[config.mk]
export PLATFORM = sky130hd
export DESIGN_NAME = threshold_detector_multi
export DESIGN_NICKNAME = d
export VERILOG_FILES = /design/src/rtl/threshold_detector_multi_pkg.sv /design/src/rtl/threshold_detector_multi_offset_table.sv /design/src/rtl/threshold_detector_multi.sv
export SDC_FILE = /design/constraint.sdc
export NUM_CORES = 1
export LEC_CHECK = 0
export ABC_AREA = 1
export BUFFER_PORTS_ARGS = -buffer_cell sky130_fd_sc_hd__buf_2
export CORE_MARGIN = 4
export CORE_UTILIZATION = 33
export CTS_CLUSTER_DIAMETER = 100
export DETAILED_ROUTE_END_ITERATION = 7
export PLACE_DENSITY = 0.52
export SLEW_MARGIN = 20
export SYNTH_ARGS = -nofsm -noshare
export SYNTH_HDL_FRONTEND = slang
export SYNTH_HIERARCHICAL = 1
export SYNTH_SLANG_ARGS = --single-unit
[constraint.sdc]
create_clock -name iCLK -period 3.8 [get_ports iCLK]
set_clock_uncertainty 0.15 [all_clocks]
set_input_delay 0.38 -clock iCLK [delete_from_list [all_inputs] [get_ports iCLK]]
set_output_delay 0.38 -clock iCLK [all_outputs]
set_load 0.05 [all_outputs]
[src/rtl/threshold_detector_multi_pkg.sv]
// Shared definitions for the multi-mode threshold detector: FSM state encoding
// and the layout of the offset-table configuration word.
package threshold_detector_multi_pkg;

  typedef enum logic [1:0] {
    ST_IDLE   = 2'd0,
    ST_ARMING = 2'd1,
    ST_ACTIVE = 2'd2
  } state_t;

  // Config word is {strict, signed offset[DW:0]}
  localparam int CFG_OFF_LSB = 0;

  function automatic int cfg_width(input int dw);
    return dw + 2;
  endfunction

  function automatic int cfg_strict_bit(input int dw);
    return dw + 1;
  endfunction

endpackage

[src/rtl/threshold_detector_multi_offset_table.sv]
// Per-mode offset/strict register file: synchronous write, combinational read,
// so a write and a read of the same entry in one cycle returns the old value.
module threshold_offset_table
  import threshold_detector_multi_pkg::*;
#(
  parameter int DW = 10,
  parameter int MW = 2
) (
  input  logic                      iCLK,
  input  logic                      iRST,
  input  logic                      iWE,
  input  logic [MW-1:0]             iWADDR,
  input  logic [cfg_width(DW)-1:0]  iWDATA,
  input  logic [MW-1:0]             iRADDR,
  output logic [cfg_width(DW)-1:0]  oRDATA
);

  localparam int DEPTH = 2**MW;

  logic [cfg_width(DW)-1:0] r_entry [DEPTH];

  always_ff @(posedge iCLK) begin
    if (iRST) begin
      for (int i = 0; i < DEPTH; i++) begin
        r_entry[i] <= '0;
      end
    end else if (iWE) begin
      r_entry[iWADDR] <= iWDATA;
    end
  end

  assign oRDATA = r_entry[iRADDR];

endmodule

[src/rtl/threshold_detector_multi.sv]
// CFAR-style detector on the STFT magnitude stream: per-mode offset, strict/
// non-strict compare, hysteresis release, N-hit persistence, per-frame count.
module threshold_detector_multi
  import threshold_detector_multi_pkg::*;
#(
  parameter int DW      = 10,
  parameter int MW      = 2,
  parameter int PERSIST = 3,
  parameter int CW      = 8
) (
  input  logic                     iCLK,
  input  logic                     iRST,
  input  logic                     iEN,
  input  logic [DW-1:0]            iDATA,
  input  logic [MW-1:0]            iMODE,
  input  logic [DW-1:0]            iTH,
  input  logic [DW-2:0]            iHYST,
  input  logic                     iSOF,
  input  logic                     iEOF,
  input  logic                     iCFG_WE,
  input  logic [MW-1:0]            iCFG_ADDR,
  input  logic [cfg_width(DW)-1:0] iCFG_DATA,
  output logic                     oDATA,
  output logic                     oEN,
  output logic [CW-1:0]            oCNT,
  output logic                     oCNT_VLD
);

  localparam int SW         = DW + 3;
  localparam int RW         = $clog2(PERSIST + 1);
  localparam int STRICT_BIT = cfg_strict_bit(DW);
  localparam logic [RW-1:0] RUN_LAST = RW'(PERSIST - 1);
  localparam logic [CW-1:0] CNT_MAX  = '1;

  // ---------------- stage 1: offset lookup and score ----------------
  logic [cfg_width(DW)-1:0] w_cfg_word;
  logic [DW:0]              w_off;
  logic signed [SW-1:0]     w_data_x;
  logic signed [SW-1:0]     w_off_x;
  logic signed [SW-1:0]     w_score;

  threshold_offset_table #(
    .DW (DW),
    .MW (MW)
  ) u_offset_table (
    .iCLK   (iCLK),
    .iRST   (iRST),
    .iWE    (iCFG_WE),
    .iWADDR (iCFG_ADDR),
    .iWDATA (iCFG_DATA),
    .iRADDR (iMODE),
    .oRDATA (w_cfg_word)
  );

  assign w_off    = w_cfg_word[CFG_OFF_LSB +: DW+1];
  assign w_data_x = {2'b00, iDATA, 1'b0};
  assign w_off_x  = {{2{w_off[DW]}}, w_off};
  assign w_score  = w_data_x - w_off_x;

  logic                 r_s1_vld;
  logic signed [SW-1:0] r_s1_score;
  logic                 r_s1_strict;
  logic                 r_s1_sof;
  logic                 r_s1_eof;

  always_ff @(posedge iCLK) begin
    if (iRST) begin
      r_s1_vld    <= 1'b0;
      r_s1_score  <= '0;
      r_s1_strict <= 1'b0;
      r_s1_sof    <= 1'b0;
      r_s1_eof    <= 1'b0;
    end else begin
      r_s1_vld <= iEN;
      if (iEN) begin
        r_s1_score  <= w_score;
        r_s1_strict <= w_cfg_word[STRICT_BIT];
        r_s1_sof    <= iSOF;
        r_s1_eof    <= iEOF;
      end
    end
  end

  // ---------------- stage 2: compare, FSM, frame count ----------------
  logic signed [SW-1:0] w_th_x;
  logic signed [SW-1:0] w_hyst_x;
  logic signed [SW-1:0] w_rel_th;
  logic                 w_hit;
  logic                 w_rel;

  assign w_th_x   = {{3{iTH[DW-1]}}, iTH};
  assign w_hyst_x = {4'b0000, iHYST};
  assign w_rel_th = w_th_x - w_hyst_x;
  assign w_hit    = r_s1_strict ? (r_s1_score > w_th_x) : (r_s1_score >= w_th_x);
  assign w_rel    = r_s1_score < w_rel_th;

  state_t        r_state;
  logic [RW-1:0] r_run;
  logic [CW-1:0] r_cnt;
  state_t        w_state_cur;
  state_t        w_state_next;
  logic [RW-1:0] w_run_cur;
  logic [RW-1:0] w_run_next;
  logic [CW-1:0] w_cnt_cur;
  logic [CW-1:0] w_cnt_inc;
  logic [CW-1:0] w_cnt_next;
  logic          w_enter;
  logic          w_odata;

  // SOF wipes the frame context before the sample itself is evaluated
  assign w_state_cur = r_s1_sof ? ST_IDLE : r_state;
  assign w_run_cur   = r_s1_sof ? '0 : r_run;
  assign w_cnt_cur   = r_s1_sof ? '0 : r_cnt;

  always_ff @(posedge iCLK) begin
    if (iRST) begin
      r_state <= ST_IDLE;
      r_run   <= '0;
      r_cnt   <= '0;
    end else begin
      r_state <= w_state_next;
      r_run   <= w_run_next;
      r_cnt   <= w_cnt_next;
    end
  end

  always_comb begin
    w_state_next = r_state;
    w_run_next   = r_run;
    w_enter      = 1'b0;
    if (r_s1_vld) begin
      w_state_next = w_state_cur;
      w_run_next   = w_run_cur;
      unique case (w_state_cur)
        ST_IDLE: begin
          if (w_hit) begin
            if (PERSIST == 1) begin
              w_state_next = ST_ACTIVE;
              w_run_next   = '0;
              w_enter      = 1'b1;
            end else begin
              w_state_next = ST_ARMING;
              w_run_next   = RW'(1);
            end
          end
        end
        ST_ARMING: begin
          if (!w_hit) begin
            w_state_next = ST_IDLE;
            w_run_next   = '0;
          end else if (w_run_cur == RUN_LAST) begin
            w_state_next = ST_ACTIVE;
            w_run_next   = '0;
            w_enter      = 1'b1;
          end else begin
            w_run_next = w_run_cur + 1'b1;
          end
        end
        ST_ACTIVE: begin
          if (w_rel) begin
            w_state_next = ST_IDLE;
            w_run_next   = '0;
          end
        end
        default: begin
          w_state_next = ST_IDLE;
          w_run_next   = '0;
        end
      endcase
    end
  end

  always_comb begin
    w_odata    = (w_state_next == ST_ACTIVE);
    w_cnt_inc  = (w_enter && (w_cnt_cur != CNT_MAX)) ? w_cnt_cur + 1'b1 : w_cnt_cur;
    w_cnt_next = r_cnt;
    if (r_s1_vld) begin
      w_cnt_next = r_s1_eof ? '0 : w_cnt_inc;
    end
  end

  logic          r_oen;
  logic          r_odata;
  logic [CW-1:0] r_ocnt;
  logic          r_ocnt_vld;

  always_ff @(posedge iCLK) begin
    if (iRST) begin
      r_oen      <= 1'b0;
      r_odata    <= 1'b0;
      r_ocnt     <= '0;
      r_ocnt_vld <= 1'b0;
    end else begin
      r_oen      <= r_s1_vld;
      r_odata    <= r_s1_vld & w_odata;
      r_ocnt_vld <= r_s1_vld & r_s1_eof;
      if (r_s1_vld && r_s1_eof) begin
        r_ocnt <= w_cnt_inc;
      end
    end
  end

  assign oEN      = r_oen;
  assign oDATA    = r_odata;
  assign oCNT     = r_ocnt;
  assign oCNT_VLD = r_ocnt_vld;

endmodule

==> run summary <==
The slowest cell on the critical path was sky130_fd_sc_hd__fa_1. The run gives 3 as the total number of H-tree levels. The worst path needs 2.84 ns of the cycle, external delays included. The net count of the finished layout is 945. Summed over all layers, the global routing overflow is 0. The portion of the post-synthesis area used by sequential elements is 0.376, and the summed negative setup slack over all endpoints is 0 ns. The total power divided by cell area came out at 377 mW/mm².

The run gives 6 as the total number of yosys warnings. Top flip-flop cell by instance count after synthesis: sky130_fd_sc_hd__edfxtp_1. The clock-pin transition on the worst setup and hold timing paths was 0.07 ns.

The first detailed-routing pass ran for 4 iterations. The logs give 204 for the count of routing violations after the opening detailed-route iteration and 0 for the number of nets with antenna violations after detailed routing. The kind of start point of the critical path is a primary input. For the number of buffers inserted during clock tree synthesis, the log shows 9. The signal on the critical path passes through buf_2 -> inv_1 -> ha_1 -> inv_1 -> fa_1 -> a21oi_1 -> nor2_1 -> nor2_1 -> xor2_1 -> ha_1 -> nand2_1 -> nor2_1 -> nor3_1 -> nand2_1 -> a21oi_1 -> nand2_1 -> nand2_1 -> nand2_1 -> nand2_1 -> nand2_1 -> nand2_1 -> a21oi_2. The cell depth of the worst hold path was 3. The via density per instance was 4.55; the die width was 142 µm. The run gives 0.502 as the worst relative slew slack.

The congestion estimate from routability-driven global placement came to 0.853. The run gives 0 as the number of pins exceeding their max-slew limit in the final report. The clock root buffer is sky130_fd_sc_hd__clkbuf_16. The number of antenna violations at the first check in global routing was 0. For this block, the routed nets add up to 13800 µm of wire. Yosys mapped a number of flops with a built-in enable equal to 48.

The post-synthesis average cell area is 7.47 µm², and the count of hold-fix buffers inserted at cts is 0. The run gives 48 as the floorplan row count. The post-synthesis async set-or-reset flop share was 0; the cell leakage power was 3.37 nW.

The final core area utilization was 0.384. The worst hold path belongs to the class in2reg. The mapped cell area is 0.00596 mm², and the via count of the first global-routing pass is 4788.

The floorplan core area is 0.0175 mm². Compared with the post-synthesis result, the final layout area differs by 12.7%. STA classifies the critical path endpoint as a register. Synthesis produced 797 cells.

The die is 142 µm tall. Number of input and output port buffers inserted: 61. Synthesis produced a netlist with a net count of 893. The largest single stage delay on the critical path is 0.44 ns. During I/O placement, the number of pins put on the boundary was 62.

The all-layer global routing usage came out at 0.141. The number of antenna diodes in the final layout is 0. The first global-routing pass estimated 23100 µm of wire. The clock reaches the later pin of the worst-skew pair after 0.35 ns.

Setup repair after global routing left no endpoint under its margin. Data arrival at the endpoint of the critical path: 2.89 ns. Synthesis inferred 88 register bits. Maximum number of buffers from clock root to sink: 2. The tool flagged a number of max-cap violations equal to 0. The via total after detailed routing came out at 4905.

TritonCTS built the clock tree. Critical path class: in2reg. The number of gates resized after CTS was 0.

The clock net in this run drives a total of 88 sinks. The worst-case reg-to-reg path depth came out at 11. At the pin with the least slew margin, the transition time is 0.748 ns. Post-CTS setup buffer count: 0.

Among the stages of the critical path, the cell type that occurs most often is sky130_fd_sc_hd__nand2_1. Entering global routing, the biggest net connects 32 pins. The die covers 0.0203 mm². The run finished with clean final reports. The filler cells instantiated in the layout total 1848. VDD sags by at most 0.218 mV. The final hold violation count was 0. The total design power was 2.53 mW; the total half-perimeter wirelength after legalization and detailed placement was 10000 µm. For this run, design rule violations remaining after detail routing come to 0. The share of layout cells above drive strength 1 is 0.162. The starting density of the core was 0.341; the post-route fraction of the period consumed by the critical path was 0.747.

For this run, the top clock speed supported by timing is 352 MHz. The critical path data required time was 3.85 ns; the mean routed wirelength per cell was 12.8 µm. Number of distinct library cells after synthesis: 41.

Of all nets on the critical path, the largest fanout is 4. Setup violations remaining at the end of the flow were counted as 0.
registers in the layout, indices dropped and copies added, names as in the netlist:
| signal | flops |
|---|---|
| u_offset_table/r_entry | 48 |
| r_s1_score | 13 |
| oCNT | 8 |
| r_cnt | 8 |
| r_run | 2 |
| r_state | 2 |
| oCNT_VLD | 1 |
| oDATA | 1 |
| oEN | 1 |
| r_s1_eof | 1 |
| r_s1_sof | 1 |
| r_s1_strict | 1 |
| r_s1_vld | 1 |
critical path: cells and delay by family:
family | cells | cell delay (ns)
AOI/OAI and AO/OA | 3 | 0.41
xor gates and xnor gates | 1 | 0.17
adders and majority gates | 3 | 0.83
buffers and inverters | 3 | 0.22
and+or+nand+nor | 12 | 0.88
cells in the final DEF, fill, tap and decap left out, types with 3 or more instances in the layout:
master and n:
sky130_fd_sc_hd__o211ai_1 3, sky130_fd_sc_hd__nand3_1 46, sky130_fd_sc_hd__nand2_2 3, sky130_fd_sc_hd__edfxtp_1 48, sky130_fd_sc_hd__nor2_2 20, sky130_fd_sc_hd__dfxtp_1 40
sky130_fd_sc_hd__ha_1 43, sky130_fd_sc_hd__xor2_1 16, sky130_fd_sc_hd__nor2_4 3, sky130_fd_sc_hd__inv_1 154, sky130_fd_sc_hd__nand3_2 4, sky130_fd_sc_hd__a31oi_1 3
sky130_fd_sc_hd__buf_4 3, sky130_fd_sc_hd__nor3_2 9, sky130_fd_sc_hd__a21oi_2 4, sky130_fd_sc_hd__o21ai_2 3, sky130_fd_sc_hd__nand2_1 182, sky130_fd_sc_hd__nor3_1 8
sky130_fd_sc_hd__clkbuf_16 9, sky130_fd_sc_hd__nand4_1 13, sky130_fd_sc_hd__nor2_1 74, sky130_fd_sc_hd__inv_2 5, sky130_fd_sc_hd__o21ai_0 25, sky130_fd_sc_hd__a21oi_1 43
sky130_fd_sc_hd__buf_2 61, sky130_fd_sc_hd__or2_2 3, sky130_fd_sc_hd__xnor2_1 8
routing by layer:
| layer | global-route usage | wire, µm |
|---|---|---|
| met2 | 0.234 | 6370 |
| met3 | 0.0252 | 503 |
| met1 | 0.189 | 6750 |
| met4 | 0.0405 | 158 |
| met5 | 0 | 0 |
per-stage QoR:
step	instances	hold slack (ns)	instance area (µm²)	setup slack, ns
after detailed placement	1063	0.307	6430	0.534
after floorplan	797	0.295	5960	0.963
after global routing	1079	0.172	6720	0.556
after CTS	1079	0.157	6720	0.896
final	1079	0.166	6720	0.960
after global placement	1063	0.304	6430	0.599
cell families after synthesis:
group                    count (synthesis)  synth area share
AND/OR/NAND/NOR                        369             0.284
buffers and inverters                  184             0.124
flip-flops                              88             0.376
AO/OA/AOI/OAI                           87            0.0832
adder cells (fa/ha/maj)                 45            0.0970
XOR/XNOR                                24            0.0353
layout make-up:
cell class,instances,area [µm²],share of cell area
well taps,225,282,0.0419
clock buffers,9,225,0.0335
flip-flops and latches,88,2240,0.334
clock inverters,7,56.3,0.00838
multi-input cells,525,2970,0.443
inverters,161,609,0.0907
repair buffers,64,328,0.0488
path summary, 6_finish.rpt:
path                               start       end  slack (ns)
worst max-delay path              iTH[0]  r_run[1]        0.96
worst min-delay path                iEOF  r_s1_eof        0.17
worst max register to register  r_s1_sof  r_cnt[1]        1.29
worst min register to register  r_cnt[6]  r_cnt[6]        0.32
synthesized netlist by cell type, types with 5 or more instances:
| library cell | instances | area (µm²) |
|---|---|---|
| sky130_fd_sc_hd__nor2_2 | 20 | 125 |
| sky130_fd_sc_hd__xor2_1 | 16 | 140 |
| sky130_fd_sc_hd__buf_2 | 6 | 30.0 |
| sky130_fd_sc_hd__nand4_1 | 13 | 81.3 |
| sky130_fd_sc_hd__nor2_1 | 74 | 278 |
| sky130_fd_sc_hd__clkbuf_1 | 8 | 30.0 |
| sky130_fd_sc_hd__inv_2 | 5 | 18.8 |
| sky130_fd_sc_hd__nor3_2 | 9 | 90.1 |
| sky130_fd_sc_hd__inv_1 | 154 | 578 |
| sky130_fd_sc_hd__ha_1 | 43 | 538 |
| sky130_fd_sc_hd__nand3_1 | 46 | 230 |
| sky130_fd_sc_hd__a21oi_1 | 43 | 215 |
| sky130_fd_sc_hd__xnor2_1 | 8 | 70.1 |
| sky130_fd_sc_hd__o21ai_0 | 25 | 125 |
| sky130_fd_sc_hd__edfxtp_1 | 48 | 1440 |
| sky130_fd_sc_hd__nor3_1 | 8 | 40.0 |
| sky130_fd_sc_hd__nand2_1 | 182 | 683 |
| sky130_fd_sc_hd__dfxtp_1 | 40 | 801 |
where the power goes:
part / switching [mW] / internal [mW]
sequential: 0.0321 / 1.07
combinational: 0.364 / 0.210
clock: 0.409 / 0.451
total: 0.804 / 1.73
(Power assumes the default switching activity.)
